<file path="src/rtl/load_store_unit.sv">
`default_nettype none
// ============================================================================
// Module      : load_store_unit
// Description : Memory-access stage: req/ack data-memory transactions for
//               loads/stores, single-cycle passthrough for ALU results.
// Revision    : 1.0 - initial release
// ============================================================================
module load_store_unit #(
    parameter int DATA_WIDTH     = 32,
    parameter int ADDR_WIDTH     = 32,
    parameter int REG_ADDR_WIDTH = 5
) (
    input  logic                      clk,
    input  logic                      rst,
    input  logic                      ex_valid,
    output logic                      ex_ready,
    input  logic                      ex_is_load,
    input  logic                      ex_is_store,
    input  logic [2:0]                ex_funct3,
    input  logic [DATA_WIDTH-1:0]     ex_result,
    input  logic [DATA_WIDTH-1:0]     ex_store_data,
    input  logic [REG_ADDR_WIDTH-1:0] ex_rd,
    output logic                      mem_req,
    output logic                      mem_we,
    output logic [ADDR_WIDTH-1:0]     mem_addr,
    output logic [3:0]                mem_be,
    output logic [DATA_WIDTH-1:0]     mem_wdata,
    input  logic                      mem_ack,
    input  logic [DATA_WIDTH-1:0]     mem_rdata,
    output logic                      wb_valid,
    output logic                      wb_write_enable,
    output logic [REG_ADDR_WIDTH-1:0] wb_rd,
    output logic [DATA_WIDTH-1:0]     wb_data,
    output logic                      wb_fault
);

    typedef enum logic [0:0] {
        IDLE = 1'b0,
        BUSY = 1'b1
    } state_t;

    state_t                    state_q, state_d;
    logic                      mem_req_q, mem_req_d;
    logic                      mem_we_q, mem_we_d;
    logic [ADDR_WIDTH-1:0]     mem_addr_q, mem_addr_d;
    logic [3:0]                mem_be_q, mem_be_d;
    logic [DATA_WIDTH-1:0]     mem_wdata_q, mem_wdata_d;
    logic [2:0]                funct3_q, funct3_d;
    logic [1:0]                addr_lo_q, addr_lo_d;
    logic [REG_ADDR_WIDTH-1:0] rd_q, rd_d;
    logic                      wb_valid_q, wb_valid_d;
    logic                      wb_we_q, wb_we_d;
    logic [REG_ADDR_WIDTH-1:0] wb_rd_q, wb_rd_d;
    logic [DATA_WIDTH-1:0]     wb_data_q, wb_data_d;
    logic                      wb_fault_q, wb_fault_d;

    logic                      w_accept;
    logic                      w_is_load;
    logic                      w_is_store;
    logic                      w_is_mem;
    logic                      w_size_ok;
    logic                      w_misaligned;
    logic                      w_fault;
    logic [1:0]                w_addr_lo;
    logic [3:0]                w_be;
    logic [DATA_WIDTH-1:0]     w_wdata;
    logic [DATA_WIDTH-1:0]     w_lane;
    logic [DATA_WIDTH-1:0]     w_load_data;

    assign ex_ready   = (state_q == IDLE);
    assign w_accept   = ex_valid && ex_ready;
    // A beat flagged both load and store is treated as a load.
    assign w_is_load  = ex_is_load;
    assign w_is_store = ex_is_store && !ex_is_load;
    assign w_is_mem   = w_is_load || w_is_store;
    assign w_addr_lo  = ex_result[1:0];

    always_comb begin
        w_size_ok    = 1'b0;
        w_misaligned = 1'b0;
        w_be         = 4'b0000;
        w_wdata      = '0;
        case (ex_funct3)
            3'b000, 3'b100: begin
                w_size_ok = 1'b1;
                w_be      = 4'b0001 << w_addr_lo;
                w_wdata   = {4{ex_store_data[7:0]}};
            end
            3'b001, 3'b101: begin
                w_size_ok    = 1'b1;
                w_misaligned = w_addr_lo[0];
                w_be         = w_addr_lo[1] ? 4'b1100 : 4'b0011;
                w_wdata      = {2{ex_store_data[15:0]}};
            end
            3'b010: begin
                w_size_ok    = 1'b1;
                w_misaligned = (w_addr_lo != 2'b00);
                w_be         = 4'b1111;
                w_wdata      = ex_store_data;
            end
            default: begin
                w_size_ok = 1'b0;
            end
        endcase
        if (!w_is_store) begin
            w_wdata = '0;
        end
    end

    // Unsigned sizes (funct3[2]=1) exist only for loads.
    assign w_fault = w_is_mem && (!w_size_ok || w_misaligned || (w_is_store && ex_funct3[2]));

    assign w_lane = mem_rdata >> {addr_lo_q, 3'b000};

    always_comb begin
        case (funct3_q)
            3'b000:  w_load_data = {{(DATA_WIDTH-8){w_lane[7]}}, w_lane[7:0]};
            3'b001:  w_load_data = {{(DATA_WIDTH-16){w_lane[15]}}, w_lane[15:0]};
            3'b100:  w_load_data = {{(DATA_WIDTH-8){1'b0}}, w_lane[7:0]};
            3'b101:  w_load_data = {{(DATA_WIDTH-16){1'b0}}, w_lane[15:0]};
            default: w_load_data = mem_rdata;
        endcase
    end

    always_comb begin
        state_d     = state_q;
        mem_req_d   = mem_req_q;
        mem_we_d    = mem_we_q;
        mem_addr_d  = mem_addr_q;
        mem_be_d    = mem_be_q;
        mem_wdata_d = mem_wdata_q;
        funct3_d    = funct3_q;
        addr_lo_d   = addr_lo_q;
        rd_d        = rd_q;
        wb_valid_d  = 1'b0;
        wb_we_d     = wb_we_q;
        wb_rd_d     = wb_rd_q;
        wb_data_d   = wb_data_q;
        wb_fault_d  = wb_fault_q;

        case (state_q)
            IDLE: begin
                if (w_accept) begin
                    if (!w_is_mem) begin
                        wb_valid_d = 1'b1;
                        wb_we_d    = (ex_rd != '0);
                        wb_rd_d    = ex_rd;
                        wb_data_d  = ex_result;
                        wb_fault_d = 1'b0;
                    end else if (w_fault) begin
                        wb_valid_d = 1'b1;
                        wb_we_d    = 1'b0;
                        wb_rd_d    = ex_rd;
                        wb_data_d  = ex_result;
                        wb_fault_d = 1'b1;
                    end else begin
                        state_d     = BUSY;
                        mem_req_d   = 1'b1;
                        mem_we_d    = w_is_store;
                        mem_addr_d  = {ex_result[ADDR_WIDTH-1:2], 2'b00};
                        mem_be_d    = w_be;
                        mem_wdata_d = w_wdata;
                        funct3_d    = ex_funct3;
                        addr_lo_d   = w_addr_lo;
                        rd_d        = ex_rd;
                    end
                end
            end
            BUSY: begin
                if (mem_ack) begin
                    state_d    = IDLE;
                    mem_req_d  = 1'b0;
                    wb_valid_d = 1'b1;
                    wb_we_d    = !mem_we_q && (rd_q != '0);
                    wb_rd_d    = rd_q;
                    wb_data_d  = mem_we_q ? '0 : w_load_data;
                    wb_fault_d = 1'b0;
                end
            end
            default: begin
                state_d = IDLE;
            end
        endcase
    end

    always_ff @(posedge clk or negedge rst) begin
        if (!rst) begin
            state_q     <= IDLE;
            mem_req_q   <= 1'b0;
            mem_we_q    <= 1'b0;
            mem_addr_q  <= '0;
            mem_be_q    <= 4'b0000;
            mem_wdata_q <= '0;
            funct3_q    <= 3'b000;
            addr_lo_q   <= 2'b00;
            rd_q        <= '0;
            wb_valid_q  <= 1'b0;
            wb_we_q     <= 1'b0;
            wb_rd_q     <= '0;
            wb_data_q   <= '0;
            wb_fault_q  <= 1'b0;
        end else begin
            state_q     <= state_d;
            mem_req_q   <= mem_req_d;
            mem_we_q    <= mem_we_d;
            mem_addr_q  <= mem_addr_d;
            mem_be_q    <= mem_be_d;
            mem_wdata_q <= mem_wdata_d;
            funct3_q    <= funct3_d;
            addr_lo_q   <= addr_lo_d;
            rd_q        <= rd_d;
            wb_valid_q  <= wb_valid_d;
            wb_we_q     <= wb_we_d;
            wb_rd_q     <= wb_rd_d;
            wb_data_q   <= wb_data_d;
            wb_fault_q  <= wb_fault_d;
        end
    end

    assign mem_req         = mem_req_q;
    assign mem_we          = mem_we_q;
    assign mem_addr        = mem_addr_q;
    assign mem_be          = mem_be_q;
    assign mem_wdata       = mem_wdata_q;
    assign wb_valid        = wb_valid_q;
    assign wb_write_enable = wb_we_q;
    assign wb_rd           = wb_rd_q;
    assign wb_data         = wb_data_q;
    assign wb_fault        = wb_fault_q;

endmodule
`default_nettype wire

</file>
<file path="config.mk">
export PLATFORM = sky130hd
export DESIGN_NAME = load_store_unit
export DESIGN_NICKNAME = d
export VERILOG_FILES = /design/src/rtl/load_store_unit.sv
export SDC_FILE = /design/constraint.sdc
export NUM_CORES = 1
export LEC_CHECK = 0
export CAP_MARGIN = 10
export CORE_ASPECT_RATIO = 1.75
export CORE_MARGIN = 2
export CORE_UTILIZATION = 45
export CTS_BUF_LIST = sky130_fd_sc_hd__clkbuf_8 sky130_fd_sc_hd__clkbuf_16
export DETAILED_ROUTE_END_ITERATION = 12
export DONT_BUFFER_PORTS = 1
export GPL_ROUTABILITY_DRIVEN = 0
export HOLD_SLACK_MARGIN = 0.02
export PLACE_DENSITY = 0.68
export SKIP_CTS_REPAIR_TIMING = 1
export SYNTH_ARGS = -nofsm -noshare
export SYNTH_HDL_FRONTEND = slang
export SYNTH_SLANG_ARGS = --single-unit
export TNS_END_PERCENT = 1
</file>
<file path="constraint.sdc">
create_clock -name clk -period 2.59 [get_ports clk]
set_input_delay 0.518 -clock clk [delete_from_list [all_inputs] [get_ports clk]]
set_output_delay 0.518 -clock clk [all_outputs]
set_load 0.01 [all_outputs]
</file>
# Yosys cells after proc, flatten, opt, wreduce, memory -nomap -nowiden
# Index checks and enable logic that the tools add are counted.
# totals
regBits,119
inputBits,110
out_inout_bits,111
word_cells,94
# classes
eq_ne,12
n_shift,2
mux,42
bitwise,2
n_reduce_logical,22
# op_table
operator,n
$mux W32,6
$pmux W32 S4,1
$pmux W32 S3,1
$pmux W32 S2,1
$shr A32 B5 Y16,1
$mux W1,20
$mux W5,4
$eq A3 B3 Y1 const B,4
$pmux W1 S2,6
$pmux W4 S3,1
$pmux W5 S2,1
$reduce_bool A5 Y1,2
$reduce_and A4 Y1,2
$eq A3 B1 Y1 const B,2
$logic_not A3 Y1,2
$logic_and A1 B1 Y1,5
$reduce_or A5 Y1,1
$mux W4,1
$ne A2 B1 Y1 const B,2
$ne A2 B2 Y1 const B,2
$reduce_or A2 Y1,2
$shl A1 B2 Y4 const A,1
$eq A3 B2 Y1 const B,1
$logic_not A1 Y1,3
other kinds (5),8

# Longest topological paths before layout
# logic_depth
word_depth,11
depth_mapped,7

# Worst setup path before layout
# OpenSTA, ideal clock, no wires.
# synth_path
path_kind,in2reg
from,in ex_funct3[0]
to,"reg mem_wdata_q[10], in the netlist mem_wdata[10]"
t_arrival_ns,2.028
slack_ns,0.441
path_stages,7
path_buffers,3
path_cell_list,buf_2 and3b_1 a2111oi_4 nand3_2 buf_2 buf_2 a22o_1
# synth_between
elab_chain_len,9
# synth_rtl
item,line_no,text
start: declaration,19,"input logic [2:0] ex_funct3,"
$eq A3 B2 Y1 (tied with other cells),83,case (ex_funct3)
$reduce_or A5 Y1 (no line),-,
$mux W1,83,
$logic_not A1 Y1,111,assign w_fault = w_is_mem && (!w_size_ok || w_misaligned || (w_is_store && ex_funct3[2]));
$logic_or A1 B1 Y1 (2 in a row),111,
$logic_and A1 B1 Y1,111,
$not A1 Y1 (no line),-,
$reduce_and A4 Y1 (no line),-,
end signal: assignment,208,mem_wdata_q <= mem_wdata_d;
end: declaration,47,"logic [DATA_WIDTH-1:0] mem_wdata_q, mem_wdata_d;"
# Several ways; a longest one is shown, not always the timed one.
# A chain may end at the register's enable or synchronous reset.

# Final worst setup path
# layout_path
from,reg state_q
to,"reg wb_we_q, in the netlist wb_write_enable"
# layout_between
elab_chain_len,4
# layout_rtl
item,line_no,text
start: declaration,42,"state_t state_q, state_d;"
start signal: assignment,203,state_q <= state_d;
$not A1 Y1 (no line),-,
$logic_and A1 B1 Y1,71,assign w_accept = ex_valid && ex_ready;
$ne A2 B1 Y1 (no line),-,
$reduce_and A3 Y1 (no line),-,
end signal: assignment,213,wb_we_q <= wb_we_d;
end: declaration,52,"logic wb_we_q, wb_we_d;"
# Several ways; a longest one is shown, not always the timed one.

==> results.cfg <==
[die]
dieArea_um2 = 13900
fp.coreArea_um2 = 12800
die_w_um = 90.1
io_pins = 221
floorplan.initialDensity_pct = 45.6
die_y_um = 155
fp-row-count = 55

[setup_path]
path_class = flop to flop
timing.rr.end = wb_write_enable$_DFFE_PN0P_
reg2reg_from = state_q$_DFF_PN0_
critical_path.max_stage_delay_ns = 0.92
r2r_cells = 4
crit_path_end_kind = flop
cp.arrival_ns = 2.69
critPathRequiredTime_ns = 2.89
start_kind = flop
reg2reg_setup_slack_ns = 0.19
critPathMaxFanout = 40
path_cells = nand2b_1 -> and2_1 -> a21oi_4 -> mux2_2
cp_slowest_cell = a21oi_4

[yosys]
synth_area_leaders = dfrtp_1, mux2_2, o32a_1, mux2i_1, o2bb2ai_1
syn_avg_cell_area_um2 = 11.9
dominantRegCellSynth = dfrtp_1
syn_area_um2 = 5840
ys_seq_area_share_pct = 51.0
synth.top_cell.area_share_pct = 51.0
synth_top_area_cell = dfrtp_1
ys_types = 46
synth-seq-cells = 119
synth-async-reset-ratio_pct = 100
yosysWarnings = 0
syn_inst = 491
synth_edf_count = 0

[cts]
clk_path_buf_depth = 2
cts_buffers = 17
clk_pin_slew_ns = 0.06
cts_sinks = 119
htree_levels = 4
clk_latency_ns = 0.42
cts-root-buf = clkbuf_16
tritoncts = yes

[global_routing]
grt_overflow_total = 0
grt_max_degree = 120
antenna_found_initial = 2
grt_pass1_vias = 4573
grt_pass1_wl_um = 26100
grt_usage_pct = 24.8

[placement]
portBuffers = 0
dp_hpwl_um = 12700

[cells_and_area]
synthToLayoutAreaGrowth_pct = 12.4
drive_gt1_share_pct = 22.8
fillCellCount = 1151
fin_nets = 588

[power_and_ir_drop]
clockPowerShare_pct = 36.4
ir_drop_v = 0.000474
p_int_uw = 4320
switching_share_pct = 31.9
power.density_nw_per_um2 = 966
pwr-share-seq_pct = 46.3
power_frac_comb_pct = 17.3
leakagePower_uw = 0.00277
switching_power_uw = 2020

[sta]
setup_violations = 0
clock_skew_ns = 0.00885
fmaxAchievable_mhz = 417
fin_tns_setup_ns = 0
hold_slack_ns = -0.203
period_minus_slack_ns = 2.40
rsz0062_at_grt = false
finalHoldViolCount = 119
slew_violations = 0
worstMarginPinSlew_ns = 1.17
post-route-period-util_pct = 92.6
relSlewSlack_pct = 21.7

[drt]
num_vias = 4277
routed_wl_um = 17300
drt-vias-per-instance = 6.44
first_pass_iters = 4
drc = 0
ant_nets = 0
routedWlPerCell_um = 26.1
drt_iter0_drc = 187

[flow_run]
maxCapViolations = 0

[status]
outcome = complete, but fails checks
violations = hold timing

[worst_hold_path]
hold_class = primary input to asynchronous set/reset pin
-- kinds of logic after synthesis --
logic type             synth area share (%)
AO/OA/AOI/OAI                          22.5
flip-flops                             51.0
multiplexers                           15.4
AND/OR/NAND/NOR                        6.88
buffers and inverters                  4.10
other                                0.0643
-- power by group through the flow --
stage / logic [uW] / registers, uW / clock network (uW)
finish: 1100 / 2930 / 2310
global route: 1190 / 2990 / 2440
CTS: 1100 / 2940 / 2340
detailed placement: 1100 / 2970 / 0
global placement: 1050 / 2960 / 0
floorplan: 956 / 2770 / 0
-- worst max-delay path: cells and delay by family (launching register included) --
family | cells | cell delay [ns]
and+or+nand+nor | 2 | 0.49
muxes | 1 | 0.42
DFF | 1 | 0.41
AOI/OAI and AO/OA | 1 | 0.92
-- through the flow --
step | instance area (um^2) | power, uW | worst slack (ns) | utilization (%) | instances
6_report | 6560 | 6340 | 0.191 | 51.3 | 664
5_1_grt | 6560 | 6620 | 0.0471 | 51.3 | 664
4_1_cts | 6560 | 6380 | 0.168 | 51.2 | 662
3_5_place_dp | 5980 | 4070 | 0.0920 | 46.7 | 630
3_3_place_gp | 5980 | 4010 | 0.159 | 46.7 | 630
2_1_floorplan | 5840 | 3730 | 0.441 | - | 492
-- synth_stat cells (all sizes together), types with 9 or more instances --
cell / instances
a22o: 17
clkbuf: 22
nor2b: 12
a32oi: 17
a21o: 10
nand2: 27
o21a: 9
and2: 10
buf: 22
o32a: 23
mux2: 62
a21oi: 17
nor2: 14
inv: 11
dfrtp: 119
mux2i: 18
o2bb2ai: 20
-- cell usage in the layout (no fill, tap or decap), drive strengths merged, types with 2 or more instances in the layout --
cell type  synthesis  layout
dfrtp            119     119
nor2b             12      12
buf               22      11
a21o              10      10
a32oi             17      17
a22o              17      17
nor2              14      14
clkinvlp           0       6
or4                2       2
mux2i             18      18
a31oi              2       2
nor3b              3       3
nand2             27      27
a221o              8       8
bufinv             0       2
o21ai              7       7
and2              10      10
o32ai              7       7
diode              0       2
o31ai              4       4
o22ai              2       2
nand2b             3       3
clkbuf            22      17
a32o               6       6
o21a               9       9
and3b              2       2
mux2              62      62
o32a              23      23
a21oi             17      17
clkinv             1       6
o2bb2ai           20      20
inv               11      13
conb               1       2
-- final cells by class --
cell class,instances,area (um^2),area share [%]
Sequential cell,119,2980,45.4
Multi-Input combinational cell,317,2640,40.3
Clock buffer,17,425,6.48
Tap cell,171,214,3.26
Clock inverter,15,155,2.36
Timing Repair Buffer,11,95.1,1.45
Inverter,12,45.0,0.686
Antenna cell,2,5.00,0.0763
-- worst max path at each step --
stage / endpoint / slack, ns / startpoint / cells after the start
2_1_floorplan: mem_wdata[10]$_DFFE_PN0P_ / 0.44 / ex_funct3[0] / 7
3_3_place_gp: wb_rd[2]$_DFFE_PN0P_ / 0.16 / ex_funct3[2] / 4
3_5_place_dp: wb_rd[1]$_DFFE_PN0P_ / 0.09 / ex_funct3[2] / 4
4_1_cts: wb_write_enable$_DFFE_PN0P_ / 0.17 / state_q$_DFF_PN0_ / 4
5_1_grt: wb_rd[3]$_DFFE_PN0P_ / 0.05 / state_q$_DFF_PN0_ / 4
6_report: wb_write_enable$_DFFE_PN0P_ / 0.19 / state_q$_DFF_PN0_ / 4
-- sequential cells by signal (all words and copies together) (netlist names), 2 cells and up --
register,count
addr_lo_q,2
funct3_q,3
mem_addr,30
mem_be,4
mem_wdata,32
rd_q,5
wb_data,32
wb_rd,5
-- layer usage --
layer  GRT usage, %  routed length [um]
met1           23.7                5670
met2           45.6                9410
met3           8.62                1590
met4           13.9                 687
met5              0                   0
Power figures use the tool's default switching activity.
